### src/rtl/banco_reg_nport.sv
// ============================================================================
// banco_reg_nport : DEPTH x WIDTH register bank, NUM_RD registered read ports,
//                   one write port, write-to-read bypass and clear-all sweep.
// Revision 1.0
// ============================================================================
`default_nettype none

module banco_reg_nport #(
  parameter int WIDTH    = 32,
  parameter int DEPTH    = 32,
  parameter int ADDR_W   = $clog2(DEPTH),
  parameter int NUM_RD   = 2,
  parameter int ZERO_REG = 1,
  parameter int BYPASS   = 1
) (
  input  logic                     clk,
  input  logic                     rst,
  input  logic                     wr_en,
  input  logic [ADDR_W-1:0]        wr_addr,
  input  logic [WIDTH-1:0]         wr_data,
  input  logic [NUM_RD-1:0]        rd_en,
  input  logic [NUM_RD*ADDR_W-1:0] rd_addr,
  output logic [NUM_RD*WIDTH-1:0]  rd_data,
  output logic [NUM_RD-1:0]        rd_valid,
  input  logic                     clr,
  output logic                     busy
);

  localparam logic [0:0]        c_idle  = 1'b0;
  localparam logic [0:0]        c_clear = 1'b1;
  localparam logic [ADDR_W-1:0] c_last  = ADDR_W'(DEPTH - 1);

  logic [0:0]        r_state;
  logic [ADDR_W-1:0] r_ctr;
  logic              r_busy;
  logic [WIDTH-1:0]  r_mem [DEPTH];

  logic w_wr_zero;
  logic w_wr_accept;

  assign w_wr_zero   = (ZERO_REG != 0) && (wr_addr == '0);
  // clr wins over a coincident write; nothing is written while sweeping
  assign w_wr_accept = wr_en && (r_state == c_idle) && !clr && !w_wr_zero;
  assign busy        = r_busy;

  always_ff @(posedge clk or posedge rst) begin
    if (rst) begin
      r_state <= c_idle;
      r_ctr   <= '0;
      r_busy  <= 1'b0;
    end else begin
      case (r_state)
        c_idle: begin
          if (clr) begin
            r_state <= c_clear;
            r_ctr   <= '0;
            r_busy  <= 1'b1;
          end
        end
        c_clear: begin
          r_ctr <= r_ctr + 1'b1;
          if (r_ctr == c_last) begin
            r_state <= c_idle;
            r_busy  <= 1'b0;
          end
        end
        default: begin
          r_state <= c_idle;
          r_busy  <= 1'b0;
        end
      endcase
    end
  end

  always_ff @(posedge clk or posedge rst) begin
    if (rst) begin
      for (int k = 0; k < DEPTH; k++) begin
        r_mem[k] <= '0;
      end
    end else if (r_state == c_clear) begin
      r_mem[r_ctr] <= '0;
    end else if (w_wr_accept) begin
      r_mem[wr_addr] <= wr_data;
    end
  end

  for (genvar i = 0; i < NUM_RD; i++) begin : g_rd
    logic [ADDR_W-1:0] w_addr;
    logic [WIDTH-1:0]  w_rdata;
    logic [WIDTH-1:0]  r_data;
    logic              r_valid;

    assign w_addr = rd_addr[i*ADDR_W +: ADDR_W];

    // Sweep zeroing is never forwarded: during CLEAR no write is accepted
    always_comb begin
      w_rdata = r_mem[w_addr];
      if ((ZERO_REG != 0) && (w_addr == '0)) begin
        w_rdata = '0;
      end else if ((BYPASS != 0) && w_wr_accept && (wr_addr == w_addr)) begin
        w_rdata = wr_data;
      end
    end

    always_ff @(posedge clk or posedge rst) begin
      if (rst) begin
        r_data  <= '0;
        r_valid <= 1'b0;
      end else begin
        r_valid <= rd_en[i];
        if (rd_en[i]) begin
          r_data <= w_rdata;
        end
      end
    end

    assign rd_data[i*WIDTH +: WIDTH] = r_data;
    assign rd_valid[i]               = r_valid;
  end

endmodule

`default_nettype wire

### config.mk
export PLATFORM = sky130hd
export DESIGN_NAME = banco_reg_nport
export DESIGN_NICKNAME = d
export VERILOG_FILES = /design/src/rtl/banco_reg_nport.sv
export SDC_FILE = /design/constraint.sdc
export NUM_CORES = 2
export LEC_CHECK = 0
export ABC_CLOCK_PERIOD_IN_PS = 44600
export BUFFER_PORTS_ARGS = -buffer_cell sky130_fd_sc_hd__buf_2
export CORE_MARGIN = 2
export CORE_UTILIZATION = 59
export CTS_CLUSTER_SIZE = 20
export DETAILED_ROUTE_END_ITERATION = 10
export HOLD_SLACK_MARGIN = 0.06
export PLACE_DENSITY = 0.84
export SLEW_MARGIN = 20
export SYNTH_ARGS = -nofsm -noshare
export SYNTH_HDL_FRONTEND = slang
export SYNTH_SLANG_ARGS = --single-unit
### constraint.sdc
create_clock -name clk -period 44.6 [get_ports clk]
set_input_delay 6.69 -clock clk [delete_from_list [all_inputs] [get_ports clk]]
set_output_delay 6.69 -clock clk [all_outputs]
set_load 0.02 [all_outputs]
==> impl_metrics.py <==
metrics = {
    "floorplan": {
        "num_rows": 112,
        "die_h_um": 311,
        "start_util_pct": 59.6,
        "dieArea_sq_um": 96700,
        "die_x_um": 311,
        "core_area_sq_um": 93300,
        "ioPinCount": 120,
    },
    "sta": {
        "layout_min_cycle_time_ps": 10020,
        "fin_crit_sh_pct": 22.5,
        "relSlewSlack_pct": 17.2,
        "finalSetupViolations": 0,
        "skew_ps": 36.4,
        "tns_ps": 0,
        "rsz0062_at_grt": "no",
        "worstMarginPinSlew_ps": 1240,
        "slew_violations": 0,
        "worst_hold_slack_ps": 512,
        "fmaxAchievable_ghz": 0.0998,
        "hold_viol": 0,
    },
    "detailed_routing": {
        "drt-met1-wl_mm": 67.5,
        "top_layer": "met5",
        "wire_per_inst_um": 39.0,
        "wl_met2_mm": 83.9,
        "drc": 0,
        "drt-pass1-iter-count": 9,
        "route.met3.wl_mm": 36.9,
        "drt_iter0_markers": 8788,
        "ant_nets": 0,
        "vias_per_cell": 8.67,
        "wirelength_mm": 205,
        "vias": 45600,
    },
    "clock_network": {
        "postCtsSetupBuffers": 0,
        "cts_buffers": 110,
        "clkTransAtPathRegs_ps": 60,
        "clock_sinks": 1097,
        "cts_root_buf": "clkbuf_16",
        "cts_htree_levels": 3,
        "hold_buffers": 0,
        "clkLatencyLatePin_ps": 740,
        "cts_tree": "yes",
        "cts_buffer_depth": 3,
        "ctsResizeCount": 0,
    },
    "place": {
        "dpl_cell_area_sq_um": 57100,
        "routabilityCongestion": 0.886,
        "place_hpwl_mm": 109,
        "port_buffers": 119,
    },
    "final_layout": {
        "fillCellCount": 6321,
        "nets": 3971,
        "multi_input_area_sq_um": 26500,
        "ff_latch_area_sq_um": 27500,
        "area_growth_pct": 9.90,
        "final_area_sq_um": 61100,
        "layout-drive-gt1-share_pct": 22.3,
    },
    "pwr": {
        "p_per_area_nw_per_um2": 40.6,
        "seqPwrFrac_pct": 43.6,
        "p_comb_share_pct": 15.6,
        "clockPowerShare_pct": 40.8,
        "swShare_pct": 29.6,
        "switching_power_uw": 734,
        "peakVddDrop_mv": 0.0478,
        "leakagePower_nw": 27.2,
        "intPower_mw": 1.75,
    },
    "global_route": {
        "first_global_vias": 45700,
        "grt_use_total_pct": 41.9,
        "grt_pass1_wl_mm": 302,
        "antenna_found_initial": 9,
        "overflow": 0,
        "grt_max_degree": 171,
    },
    "logic_synthesis": {
        "syn_nets": 4176,
        "ys_top_cells_by_area": "dfrtp_1 49%, a22o_1 16%, mux4_2 16%, mux2i_1 4.6%, a22oi_1 2.6%",
        "ys_ff_latch": 1097,
        "yosys_warnings": 0,
        "synthesis.area_sq_um": 55600,
        "async_reset_ff_share_pct": 100,
        "synth_edf_count": 0,
        "synth_common_cells": "1097 x dfrtp_1, 996 x a22o_1, 384 x clkbuf_1, 384 x mux4_2, 256 x mux2i_1",
        "syn_avg_cell_area_sq_um": 13.5,
        "synth_top_area_cell": "dfrtp_1",
        "synth_ff_type": "dfrtp_1",
        "syn-instance-count": 4118,
        "seq_area_frac_synth_pct": 49.4,
        "yosysMostFrequentCell": "dfrtp_1",
        "yosys.area.top_type_share_pct": 49.4,
        "ys_types": 48,
    },
    "worst_setup_path": {
        "worstSetupStartpointType": "input port",
        "cp.arrival_ps": 10750,
        "critical_path_required_ps": 45330,
        "end_kind": "async pin",
        "crit_type": "input port to async pin",
        "path_max_fanout": 121,
    },
    "hold_path": {
        "hold_class": "flip-flop to flip-flop",
    },
    "job": {
        "cap_viol_max_count": 0,
    },
    "run_status": {
        "outcome": "finished clean",
    },
}
cell type report:
cell class / count / area share [%]
Clock buffer: 165 / 5.42
Timing Repair Buffer: 237 / 2.64
Multi-Input combinational cell: 2460 / 43.4
Tap cell: 1254 / 2.57
Sequential cell: 1097 / 44.9
Inverter: 7 / 0.0553
Clock inverter: 39 / 1.02
Antenna cell: 6 / 0.0246
cell usage in the layout, fill, tap and decap left out, drive strengths merged, types with 6 or more instances in the layout:
master | Yosys | layout
a221oi | 128 | 128
nor3 | 7 | 7
clkinv | 0 | 18
inv | 7 | 10
nor2 | 36 | 36
diode | 0 | 6
clkbuf | 386 | 165
nor2b | 70 | 70
dfrtp | 1097 | 1097
bufinv | 0 | 14
o21ai | 67 | 67
mux2i | 256 | 256
mux4 | 384 | 384
a22oi | 192 | 192
a211oi | 32 | 32
a2111o | 64 | 64
xnor2 | 11 | 11
nand2 | 8 | 8
buf | 168 | 237
a21oi | 128 | 128
and2 | 40 | 40
a22o | 996 | 996
worst max-delay path, cell delays in order:
cell   delay, ps
buf_2        130
inv_8        530
buf_4        790
buf_4        780
buf_4        810
buf_4        810
sequential cells by signal (all words and copies together), names as in the netlist:
| register | cells |
|---|---|
| busy | 1 |
| g_rd.r_data | 64 |
| g_rd.r_valid | 2 |
| r_ctr | 5 |
| r_mem | 1024 |
| r_state | 1 |
cell families after synthesis:
kind of cell	Yosys count	synth area share (%)
compound gates	1613	23.9
xor+xnor	12	0.189
fa+ha+maj	5	0.112
buf+inv	561	4.22
flops	1097	49.4
mux	641	20.2
simple gates	189	2.02
power groups by stage:
stage	Clock (mW)	Combinational [mW]	Sequential, mW
after floorplan	0	0.219	1.09
after global placement	0	0.353	1.09
after detailed placement	0	0.362	1.09
after CTS	1.00	0.364	1.08
after global routing	1.05	0.390	1.08
final	1.01	0.387	1.08
stage by stage:
step / setup slack, ps / power [mW] / utilization [%] / cells
floorplan: 7020 / 1.30 / - / 4118
global placement: 33780 / 1.44 / 61.2 / 5053
detailed placement: 33710 / 1.46 / 61.2 / 5053
CTS: 34450 / 2.45 / 65.4 / 5257
global route: 33950 / 2.52 / 65.5 / 5262
finish: 34580 / 2.48 / 65.5 / 5265
per-layer routing:
layer	vias to the layer above	GRT usage [%]
li1	16300	-
met3	1373	19.6
met1	22800	53.6
met2	5174	57.1
met5	-	0.296
met4	12	27.8
worst paths after layout:
| path | start | end | slack, ps | cells after the start |
|---|---|---|---|---|
| worst max-delay path | rst | r_mem[206]$_DFFE_PP0P_ | 34580 | 6 |
| worst min-delay path | r_mem[119]$_DFFE_PP0P_ | r_mem[119]$_DFFE_PP0P_ | 510 | 1 |
| worst max register to register | r_state$_DFF_PP0_ | r_mem[541]$_DFFE_PP0P_ | 40870 | 7 |
| worst min register to register | r_mem[119]$_DFFE_PP0P_ | r_mem[119]$_DFFE_PP0P_ | 510 | 1 |
| max in group clk | rd_addr[5] | g_rd[1].r_data[31]$_DFFE_PP0P_ | 34610 | 9 |
| min in group asynchronous | rst | r_mem[511]$_DFFE_PP0P_ | 6110 | 2 |
(Power assumes the default switching activity.)
